File: config.mk
export PLATFORM = sky130hd
export DESIGN_NAME = freq_sig_gen
export DESIGN_NICKNAME = d
export VERILOG_FILES = /design/src/rtl/freq_pkg.sv /design/src/rtl/seq_udiv.sv /design/src/rtl/freq_sig_gen.sv
export SDC_FILE = /design/constraint.sdc
export NUM_CORES = 1
export LEC_CHECK = 0
export CAP_MARGIN = 20
export CORE_ASPECT_RATIO = 0.5
export CORE_MARGIN = 2
export CORE_UTILIZATION = 30
export DETAILED_ROUTE_END_ITERATION = 12
export SYNTH_ARGS = -nofsm -noshare
export SYNTH_HDL_FRONTEND = slang
export SYNTH_SLANG_ARGS = --single-unit
export TNS_END_PERCENT = 100
File: constraint.sdc
create_clock -name in_clk_50M -period 7.2 [get_ports in_clk_50M]
set_input_delay 1.08 -clock in_clk_50M [delete_from_list [all_inputs] [get_ports in_clk_50M]]
set_output_delay 1.08 -clock in_clk_50M [all_outputs]
set_load 0.02 [all_outputs]
File: src/rtl/freq_pkg.sv
// freq_pkg: shared constants and FSM encodings for the tone generator / meter path.
package freq_pkg;

    localparam int unsigned DEF_CLK_HZ = 50_000_000;
    localparam int unsigned DEF_FW     = 32;

    typedef enum logic [1:0] {
        ST_IDLE = 2'd0,
        ST_DIV  = 2'd1,
        ST_PEND = 2'd2
    } state_t;

endpackage

File: src/rtl/seq_udiv.sv
// seq_udiv: W-bit restoring divider, one quotient bit per clock.
// The first step is taken on the start cycle itself, so done pulses W cycles after start.
// The divisor is one bit wider than the dividend so callers can pass 2*f without overflow.
module seq_udiv
    import freq_pkg::*;
#(
    parameter int unsigned W = DEF_FW
) (
    input  logic         in_clk_50M,
    input  logic         in_clr,
    input  logic         start,
    input  logic [W-1:0] dividend,
    input  logic [W:0]   divisor,
    output logic         done,
    output logic [W-1:0] quotient
);

    localparam int unsigned CW = $clog2(W + 1);

    logic [W:0]    rem_q;
    logic [W:0]    dvs_q;
    logic [W-1:0]  quo_q;
    logic [CW-1:0] left_q;

    logic [W:0]    rem_src;
    logic [W:0]    dvs_src;
    logic [W-1:0]  quo_src;
    logic [W+1:0]  shifted;
    logic          fits;
    logic [W:0]    rem_nxt;
    logic [W-1:0]  quo_nxt;

    // One restoring step: shift in the next dividend bit, subtract if the divisor fits.
    always_comb begin
        rem_src = start ? '0 : rem_q;
        quo_src = start ? dividend : quo_q;
        dvs_src = start ? divisor : dvs_q;
        shifted = {rem_src, quo_src[W-1]};
        fits    = (shifted >= {1'b0, dvs_src});
        rem_nxt = fits ? (W+1)'(shifted - {1'b0, dvs_src}) : shifted[W:0];
        quo_nxt = {quo_src[W-2:0], fits};
    end

    // Iteration registers; left_q counts remaining steps down to zero.
    always_ff @(posedge in_clk_50M) begin
        if (in_clr) begin
            rem_q  <= '0;
            dvs_q  <= '0;
            quo_q  <= '0;
            left_q <= '0;
            done   <= 1'b0;
        end else begin
            done <= 1'b0;
            if (start) begin
                rem_q  <= rem_nxt;
                quo_q  <= quo_nxt;
                dvs_q  <= divisor;
                left_q <= CW'(W - 1);
            end else if (left_q != '0) begin
                rem_q  <= rem_nxt;
                quo_q  <= quo_nxt;
                left_q <= left_q - CW'(1);
                done   <= (left_q == CW'(1));
            end
        end
    end

    assign quotient = quo_q;

endmodule

File: src/rtl/freq_sig_gen.sv
// freq_sig_gen: programmable 50%-duty square-wave source (Hz request -> half-period count).
// Optional burst mode is compiled in with FREQ_GEN_BURST_EN.
//
//   state   | meaning
//   --------+-----------------------------------------------------------
//   ST_IDLE | accepting requests; current setting (if any) keeps running
//   ST_DIV  | divider computing CLK_HZ / (2*f)
//   ST_PEND | new half-period ready, waiting for a glitch-free apply point
module freq_sig_gen
    import freq_pkg::*;
#(
    parameter int unsigned CLK_HZ = DEF_CLK_HZ,
    parameter int unsigned FW     = DEF_FW
) (
    input  logic          in_clk_50M,
    input  logic          in_clr,
    input  logic [FW-1:0] in_freq_hz,
    input  logic          in_load,
`ifdef FREQ_GEN_BURST_EN
    input  logic [15:0]   in_burst_n,
    output logic          burst_done,
`endif
    output logic          busy,
    output logic          err,
    output logic          sig_out,
    output logic [FW-1:0] cur_freq_hz
);

    state_t        state_q;
    state_t        state_d;

    logic [FW-1:0] f_q;
    logic [FW-1:0] new_half_q;
    logic [FW-1:0] half_q;
    logic [FW-1:0] cnt_q;

    logic          div_start;
    logic          div_done;
    logic [FW-1:0] div_q;

    logic          load_ok;
    logic          tone_wrap;
    logic          apply;
    logic          keep_toggling;

`ifdef FREQ_GEN_BURST_EN
    logic [15:0]   burst_n_q;
    logic [15:0]   bcnt_q;
    logic          bon_q;
`endif

    seq_udiv #(.W(FW)) u_div (
        .in_clk_50M (in_clk_50M),
        .in_clr     (in_clr),
        .start      (div_start),
        .dividend   (FW'(CLK_HZ)),
        .divisor    ({in_freq_hz, 1'b0}),
        .done       (div_done),
        .quotient   (div_q)
    );

    // State register.
    always_ff @(posedge in_clk_50M) begin
        if (in_clr) state_q <= ST_IDLE;
        else        state_q <= state_d;
    end

    // Next-state logic; a zero request skips the divider and goes straight to the apply wait.
    always_comb begin
        state_d = state_q;
        case (state_q)
            ST_IDLE: if (load_ok)  state_d = (in_freq_hz != '0) ? ST_DIV : ST_PEND;
            ST_DIV:  if (div_done) state_d = (div_q == '0) ? ST_IDLE : ST_PEND;
            ST_PEND: if (apply)    state_d = ST_IDLE;
            default:               state_d = ST_IDLE;
        endcase
    end

    // FSM outputs and apply-point decode.
    always_comb begin
        busy          = (state_q != ST_IDLE);
        load_ok       = in_load && (state_q == ST_IDLE);
        div_start     = load_ok && (in_freq_hz != '0);
        err           = (state_q == ST_DIV) && div_done && (div_q == '0);
        tone_wrap     = (half_q != '0) && (cnt_q == half_q - FW'(1));
        apply         = (state_q == ST_PEND) && ((half_q == '0) || tone_wrap);
        // Running-to-running switch: the apply edge is an ordinary toggle, so phase is preserved.
        keep_toggling = apply && (new_half_q != '0) && (half_q != '0);
    end

    // Pending request: frequency latched at load, half-period captured when the divider finishes.
    always_ff @(posedge in_clk_50M) begin
        if (in_clr) begin
            f_q        <= '0;
            new_half_q <= '0;
`ifdef FREQ_GEN_BURST_EN
            burst_n_q  <= '0;
`endif
        end else if (load_ok) begin
            f_q        <= in_freq_hz;
            new_half_q <= '0;
`ifdef FREQ_GEN_BURST_EN
            burst_n_q  <= in_burst_n;
`endif
        end else if ((state_q == ST_DIV) && div_done) begin
            new_half_q <= div_q;
        end
    end

    // Tone counter and output register; new settings land only on apply.
    always_ff @(posedge in_clk_50M) begin
        if (in_clr) begin
            half_q      <= '0;
            cnt_q       <= '0;
            sig_out     <= 1'b0;
            cur_freq_hz <= '0;
`ifdef FREQ_GEN_BURST_EN
            bcnt_q      <= '0;
            bon_q       <= 1'b0;
            burst_done  <= 1'b0;
`endif
        end else begin
`ifdef FREQ_GEN_BURST_EN
            burst_done <= 1'b0;
`endif
            if (apply) begin
                half_q      <= new_half_q;
                cur_freq_hz <= f_q;
                cnt_q       <= '0;
                sig_out     <= keep_toggling ? ~sig_out : 1'b0;
`ifdef FREQ_GEN_BURST_EN
                bon_q       <= (new_half_q != '0) && (burst_n_q != '0);
                // A rising apply toggle already counts as the first burst edge.
                bcnt_q      <= burst_n_q - ((keep_toggling && !sig_out) ? 16'd1 : 16'd0);
`endif
            end else if (tone_wrap) begin
                cnt_q <= '0;
`ifdef FREQ_GEN_BURST_EN
                if (bon_q && sig_out && (bcnt_q == '0)) begin
                    sig_out     <= 1'b0;
                    half_q      <= '0;
                    cur_freq_hz <= '0;
                    bon_q       <= 1'b0;
                    burst_done  <= 1'b1;
                end else begin
                    sig_out <= ~sig_out;
                    if (bon_q && !sig_out) bcnt_q <= bcnt_q - 16'd1;
                end
`else
                sig_out <= ~sig_out;
`endif
            end else if (half_q != '0) begin
                cnt_q <= cnt_q + FW'(1);
            end
        end
    end

endmodule
**After elaboration in Yosys (flattened, before gate mapping)**

Cells that the tools add are included.

- Flip-flop bits (word level): 268
- Input port bits: 35
- Output and inout bits: 35
- Logic and storage cells: 70

- Add/subtract/negate cells: 4
- Magnitude comparators: 1
- Equality and inequality tests: 7
- Multiplexer cells: 19
- Bitwise operators: 2
- Reductions and logical operators: 24

Operators by type and width:

| cell | number |
|---|---|
| 2-to-1 mux 33 bit | 5 |
| 2-to-1 mux 32 bit | 3 |
| nonzero test 32 bit | 3 |
| zero test 32 bit | 2 |
| >= comparator 34 x 33 -> 1 bit | 1 |
| subtractor 33 bit | 1 |
| adder 32 x 1 -> 32 bit (second input constant) | 1 |
| equality test 32 bit | 1 |
| subtractor 32 x 1 -> 32 bit (second input constant) | 1 |
| 2-to-1 mux 2 bit | 5 |
| 2-to-1 mux 5 bit | 2 |
| logical AND 1 bit | 8 |
| equality test 6 x 1 -> 1 bit (second input constant) | 1 |
| case mux 2 bit (3 select lines) | 1 |
| nonzero test 2 bit | 3 |
| nonzero test 6 bit | 1 |
| OR reduction 3 bit | 2 |
| subtractor 6 x 1 -> 6 bit (second input constant) | 1 |
| inequality test 2 bit (second input constant) | 2 |
| OR reduction 2 bit | 2 |
| 2-to-1 mux 1 bit | 3 |
| AND reduction 3 bit | 1 |
| equality test 2 x 1 -> 1 bit (second input constant) | 1 |
| equality test 2 bit (second input constant) | 1 |
| 4 further kinds | 5 |

**Logic depth before layout (Yosys ltp)**

Gate-level depths: netlist of the first run.

- Word-level depth: 9
- Mapped depth: 20

**By module**

From an unflattened synthesis of the first run, not the netlist that was laid out.

- Cell total of the unflattened synthesis: 2055
- Area total of the unflattened synthesis: 15697.6 µm²

Modules (own cells, without submodules):

| module | instances | cells an instance | area each (µm²) |
|---|---|---|---|
| freq_sig_gen | 1 | 1220 | 9171.3 |
| seq_udiv | 1 | 835 | 6526.3 |

**Worst setup path after synthesis of the first run**

No wires, ideal clock.

- Path kind: input-to-reg
- Start: input port in_freq_hz[26]
- End: register u_div.rem_q[26]
- Arrival: 5.649 ns
- Setup slack: 1.434 ns
- Stages: 18
- Path buffers: 5
- Cells stage by stage: nor4_1 -> nand4_1 -> o21bai_1 -> clkbuf_1 -> clkbuf_1 -> clkbuf_1 -> mux2i_1 -> ha_1 -> clkbuf_1 -> a21oi_1 -> o22ai_1 -> or4_1 -> a211oi_1 -> o21ai_1 -> a311oi_1 -> clkbuf_1 -> o21ai_0 -> a22o_1

- Word-level cells in the longest chain between the ends: 7

Ends and longest elaborated chain:

| element | RTL line | RTL |
|---|---|---|
| start, declared | freq_sig_gen.sv:17 | `input logic [FW-1:0] in_freq_hz,` |
| nonzero test 32 bit | freq_sig_gen.sv:83 | `div_start = load_ok && (in_freq_hz != '0);` |
| logical AND 1 bit | freq_sig_gen.sv:83 |  |
| 2-to-1 mux 32 bit (tied with other cells) | seq_udiv.sv:36 | `quo_src = start ? dividend : quo_q;` |
| subtractor 33 bit / >= comparator 34 x 33 -> 1 bit (equally long branches) | seq_udiv.sv:40, seq_udiv.sv:39 |  |
| 2-to-1 mux 33 bit | seq_udiv.sv:40 | `rem_nxt = fits ? (W+1)'(shifted - {1'b0, dvs_src}) : shifted[W:0];` |
| 2-to-1 mux 33 bit | seq_udiv.sv:59 | `end else if (left_q != '0) begin` |
| 2-to-1 mux 33 bit | seq_udiv.sv:54 | `if (start) begin` |
| end signal, assigned | seq_udiv.sv:55 | `rem_q <= rem_nxt;` |
| end signal, assigned | seq_udiv.sv:60 | `rem_q <= rem_nxt;` |
| end, declared | seq_udiv.sv:20 | `logic [W:0] rem_q;` |

Several ways; a longest one is shown, not always the timed one. The select of a mux whose other input is x is not followed.
A chain may end at the register's enable or synchronous reset.

**Worst setup path in the final report of the first run**

- Start: input port in_freq_hz[2]
- End: register u_div.rem_q[9]

Same word-level chain as after synthesis.

==> results of run 1 <==
[area by class of cell]
class | instances | area (um2)
fillers | 4838 | 30270
multi-input cells | 1310 | 8238
flip-flops and latches | 268 | 5365
repair buffers | 96 | 939.7
well taps | 638 | 798.3
clock buffers | 36 | 760.7
clock inverters | 12 | 232.7
inverters | 16 | 60.06
diodes | 1 | 2.502
[cell families (layout without fill, tap and decap cells)]
group           count (synthesis)  in the layout  share of synthesized area
simple gates                  775            775                     0.2758
other cells                     0              1                          0
flops                         268            268                     0.3797
buf+inv                       117            160                    0.04056
mux                            99             99                    0.07058
fa+ha+maj                      39             39                    0.03507
compound gates                303            303                     0.1400
xor+xnor                       94             94                    0.05827
[path summary, 6_finish.rpt]
path / startpoint / endpoint / slack (ps)
max: in_freq_hz[2] / u_div.rem_q[9] / 1160
min: u_div.dvs_q[0] / u_div.dvs_q[0] / 450
min reg2reg: u_div.dvs_q[0] / u_div.dvs_q[0] / 450
max reg2reg: half_q[0] / half_q[16] / 2420
[worst max-delay path: cells and delay by family]
| kind | cells | cell delay, ps |
|---|---|---|
| compound gates | 7 | 2030 |
| simple gates | 4 | 1640 |
| buf+inv | 4 | 1150 |
| fa+ha+maj | 1 | 340 |
| mux | 1 | 280 |
[registers in the layout, summed over array words and instances (netlist names)]
register        cells
cnt_q              32
u_div.rem_q        33
new_half_q         32
half_q             32
u_div.done          1
sig_out             1
cur_freq_hz        32
state_q             2
u_div.quotient     32
u_div.left_q        6
u_div.dvs_q        33
f_q                32
[power groups by stage]
stage | clock network (mW) | logic, mW | registers [mW]
5_1_grt | 1.69 | 1.13 | 1.63
4_1_cts | 1.61 | 1.02 | 1.62
3_5_place_dp | 0 | 1.02 | 1.65
6_report | 1.58 | 1.03 | 1.62
2_1_floorplan | 0 | 0.742 | 1.64
3_3_place_gp | 0 | 1.02 | 1.66
[cells in the mapped netlist (5+ instances only)]
cell type,number
a21boi_0,8
nand4_1,23
o21a_1,11
o211ai_1,9
buf_12,7
a21oi_1,106
xor2_1,45
inv_1,16
and3_1,15
nand3_1,38
buf_2,7
nor3_1,25
a21o_1,11
nor3b_1,5
clkbuf_1,81
ha_1,38
a211oi_1,14
o21ai_0,26
nand2_1,219
nand2b_1,139
nor4_1,36
o2111ai_1,5
dfxtp_1,268
nor2b_1,8
mux2i_1,97
a31oi_1,16
or4_1,6
a311oi_1,11
o22ai_1,11
a211o_1,5
xnor2_1,49
or3_1,12
nor2_1,180
a22oi_1,34
and2_1,31
[layer usage]
layer  share of wire  up-vias  wire, um
li1                -     5989         -
met5               0        -         0
met2            0.46      197     16470
met4           0.036        0      1318
met3           0.034       72      1228
met1            0.47     5403     17120
==> results_dict.tcl, run 1 <==
set metrics [dict create \
    insertion_delay_ps 580 \
    hold_viol 0 \
    ys_ff_latch 268 \
    grt_max_degree 194 \
    yosys-top-cells-area "dfxtp_1 38%, mux2i_1 6.9%, nand2b_1 6.2%" \
    drc 0 \
    track_usage 0.1445 \
    ys.warnings.count 0 \
    rr_worst_depth 12 \
    synth_top_area_share 0.3797 \
    boundaryPins 70 \
    finalClockSkew_ps 36.44 \
    numCtsBuffers 28 \
    route.vias.total 11660 \
    critical-path-max-stage-delay_ps 680 \
    grt_use_met3 0.02240 \
    num_rows 56 \
    syn_nets 1769 \
    gp_congestion 0.8875 \
    grt_pass1_vias 11090 \
    hold_buffers 0 \
    numPortBuffers 69 \
    wire_per_inst_um 15.20 \
    dpl_worst_slack_ps 658.4 \
    grt_pass1_wl_mm 58.57 \
    post_cts_resized 0 \
    crit_top_cell "buf_4" \
    synthFlopType "dfxtp_1" \
    hold_path_depth 2 \
    netlist_instances 1695 \
    die_area_um2 48950 \
    placedCellCount 2328 \
    syn_area_um2 14130 \
    grt-busiest-layer "met2" \
    clkPwrFrac 0.373 \
    power_mw 4.228 \
    setup_violations 0 \
    grt-ovfl-total 0 \
    seq_area_frac_synth 0.3797 \
    irDropWorstVdd_mv 0.1809 \
    final_common_cell "dfxtp_1" \
    vias_per_cell 4.906 \
    cts_buffer_depth 3 \
    crit_type "in -> reg" \
    start_util 0.3028 \
    clkSlewWorstSetupHoldPaths_ps 60 \
    final_area_um2 16400 \
    synth-edff-count 0 \
    seqPwrFrac 0.384 \
    die_w_um 310.9 \
    wirelength_mm 36.14 \
    core_region_area_um2 46660 \
    area_growth_pct 16.06 \
    drive_above_1_share 0.05639 \
    utilization 0.3514 \
    slowest_stage "nor4_1" \
    start_kind "input port" \
    crit_chain "clkdlybuf4s50_1 > nor4_1 > nand4_1 > o21bai_4 > buf_4 > mux2i_1 > ha_1 > nand2_1 > o22ai_1 > or4_1 > a211oi_1 > o21ai_1 > a311o_1 > buf_4 > buf_4 > a311o_1 > a21oi_1" \
    critPathMaxFanout 16 \
    setup_ws_ps 1158 \
    switching_power_mw 1.281 \
    synth_cell_types 81 \
    required_ps 7700 \
    period_needed_ps 6042 \
    tightestPinTransition_ps 1001 \
    dp.final_hpwl_mm 25.97 \
    hold_path_class "reg -> reg" \
    ant_nets 0 \
    dr.pass1.iters 5 \
    placed_area_um2 15400 \
    combPwrFrac 0.243 \
    power.internal_mw 2.947 \
    die_y_um 157.5 \
    cp-end-kind "flip-flop" \
    power.static_leakage_nw 6.538 \
    grt_setup_unrepaired "false" \
    avgSynthCellArea_um2 8.335 \
    worst_ep_arrival_time_ps 6550 \
    root_buffer "clkbuf_16" \
    cts_tree "done" \
    antenna_found_initial 1 \
    drt_iter0_drc 653 \
    h-tree-depth 1 \
    fmax_mhz 165.5 \
    p_sw_frac 0.3030 \
    slew_viol_final 0 \
    grt_use_met1 0.1846 \
    status "finished, final reports clean" \
    post_cts_buffers 0 \
    gr-usage-met2 0.2464 \
    cap_violations 0 \
    synth_top_area_cell "dfxtp_1" \
    period_share 0.8392 \
    mostFrequentLayoutCells "268 x dfxtp_1, 219 x nand2_1, 179 x nor2_1, 139 x nand2b_1, 106 x a21oi_1" \
    async_flop_share 0 \
    setup_tns_ps 0 \
    maxSlewHeadroom 0.3325 \
    powerDensity_nw_per_um2 257.8 \
    holdWs_ps 451.4 \
    fin_nets 1794 \
    stdcell_count 2377 \
    cts_sinks 268 \
]
Note: power is estimated with default switching activity, not from simulation.
==> run 2, diff against run 1 <==
clock period = 5.4 ns   (was 7.2 ns; I/O delays follow)
==> run 2 against run 1 <==
Compared with the run above:
- worst setup slack worse by 770 ps
- clock power grew 18%
- sequential share of layout area shrank 1.9 points
- final area increased by 6.2%
- die area is the same
- first-iteration DRC count increased by 6.3%
- non-clock buffer count rose by 155
- sequential cell count stayed put
- power rose by 34%
- critical endpoint is now u_div.rem_q[11]
==> results_dict.tcl, run 2 (synthesis gave the netlist of run 1 again) <==
set metrics [dict create \
    drive_above_1_share 0.1333 \
    cts_tree "done" \
    grt_pass1_vias 11430 \
    r2r-end "u_div.rem_q[11]" \
    dr.pass1.iters 5 \
    route.vias.total 12250 \
    fin_nets 1948 \
    dpl_worst_slack_ps -332.0 \
    die_area_um2 48950 \
    cap_violations 0 \
    reg2reg_from "state_q[0]" \
    numCtsBuffers 27 \
    hold_end "u_div.rem_q[15]" \
    numPortBuffers 69 \
    start_util 0.3028 \
    hold_buffers 0 \
    track_usage 0.1501 \
    finalClockSkew_ps 8.340 \
    grt_setup_unrepaired "false" \
    area_growth_pct 23.20 \
    start_kind "input port" \
    cts_buffer_depth 3 \
    grt-ovfl-total 0 \
    power.static_leakage_nw 7.213 \
    setup_ws_ps 392.5 \
    tightestPinTransition_ps 991.6 \
    irDropWorstVdd_mv 0.2153 \
    mostFrequentLayoutCells "268 x dfxtp_1, 219 x nand2_1, 179 x nor2_1, 179 x buf_4, 139 x nand2b_1" \
    crit_type "in -> reg" \
    powerDensity_nw_per_um2 326.4 \
    gp_congestion 0.9307 \
    placed_area_um2 16540 \
    hold_path_class "reg -> reg" \
    ant_nets 0 \
    cp-end-kind "flip-flop" \
    critPathMaxFanout 11 \
    final_common_cell "dfxtp_1" \
    post_cts_buffers 0 \
    worst_ep_arrival_time_ps 5400 \
    required_ps 5800 \
    clkSlewWorstSetupHoldPaths_ps 70 \
    cts_sinks 268 \
    period_needed_ps 5007 \
    h-tree-depth 1 \
    diodes 0 \
    fillers 4864 \
    antenna_found_initial 0 \
    wirelength_mm 37.82 \
    maxSlewHeadroom 0.3389 \
    dp.final_hpwl_mm 27.91 \
    reg_top3 "u_div.dvs_q: 33 flops, u_div.rem_q: 33 flops" \
    worstSetupStartpoint "in_freq_hz[26]" \
    status "finished, final reports clean" \
    grt_max_degree 90 \
    final_area_um2 17410 \
    die_w_um 310.9 \
    fmax_mhz 199.7 \
    core_region_area_um2 46660 \
    r2r_slack_ps 1030 \
    hold_start "u_div.rem_q[15]" \
    rr_worst_depth 18 \
    hold_viol 0 \
    num_rows 56 \
    wire_per_inst_um 14.96 \
    period_share 0.9273 \
    vias_per_cell 4.842 \
    boundaryPins 70 \
    drc 0 \
    root_buffer "clkbuf_16" \
    insertion_delay_ps 550 \
    slew_viol_final 0 \
    hold_path_depth 2 \
    grt_pass1_wl_mm 60.51 \
    die_y_um 157.5 \
    setup_violations 0 \
    post_cts_resized 0 \
    drt_iter0_drc 694 \
]
-- run 2: final cells by class --
cell class              instances  area (um2)  share of cell area
clock buffers                  34       721.9             0.04147
flip-flops and latches        268        5365              0.3082
well taps                     638       798.3             0.04586
clock inverters                12       126.4            0.007260
repair buffers                251        2091              0.1201
inverters                      16       60.06            0.003450
multi-input cells            1310        8244              0.4736
-- run 2: worst max-delay path, cell delays in order --
cell and delay [ps]:
clkdlybuf4s50_1 440, nor4_2 350, buf_4 200, nand4_1 170, o21bai_4 250, buf_12 170
buf_4 170, mux2i_1 250, ha_1 290, nand2_1 90, o22ai_1 100, or4_1 510
a211oi_1 380, o21ai_1 160, buf_4 170, a311oi_4 310, buf_4 240, nor2_1 60
a211oi_1 180, nor3_1 80
-- run 2: per-layer routing --
| layer | wire length [um] | GRT usage | share of wire | vias up |
|---|---|---|---|---|
| met2 | 17390 | 0.2554 | 0.46 | 187 |
| met5 | 0 | 0 | 0 | - |
| met1 | 18230 | 0.1997 | 0.48 | 5704 |
| met4 | 962 | 0.04118 | 0.025 | 0 |
| met3 | 1235 | 0.02095 | 0.033 | 54 |
| li1 | - | - | - | 6301 |
-- run 2: power breakdown --
part | total, mW | leakage (nW) | switching [mW] | internal, mW
Clock | 1.86 | 0.414 | 0.814 | 1.04
Combinational | 1.66 | 4.62 | 0.875 | 0.783
Sequential | 2.17 | 2.18 | 0.0742 | 2.09
-- run 2: worst max-delay path by stage --
| stage | cells past startpoint | endpoint | slack (ps) |
|---|---|---|---|
| floorplan | 17 | u_div.rem_q[26] | 30 |
| global placement | 19 | u_div.rem_q[11] | -280 |
| detailed placement | 20 | u_div.rem_q[11] | -330 |
| CTS | 20 | u_div.rem_q[11] | 250 |
| global route | 20 | u_div.rem_q[12] | 80 |
| finish | 20 | u_div.rem_q[11] | 390 |
-- run 2: per-stage QoR --
stage	cells	utilization	hold slack [ps]	TNS (ps)	power, mW
floorplan	1695	-	416.4	0	3.172
global placement	2482	0.3544	441.8	-5863	3.850
detailed placement	2482	0.3544	451.7	-8286	3.857
CTS	2528	0.3726	460.3	0	5.730
global route	2529	0.3730	476.9	0	5.986
finish	2529	0.3730	457.3	0	5.681
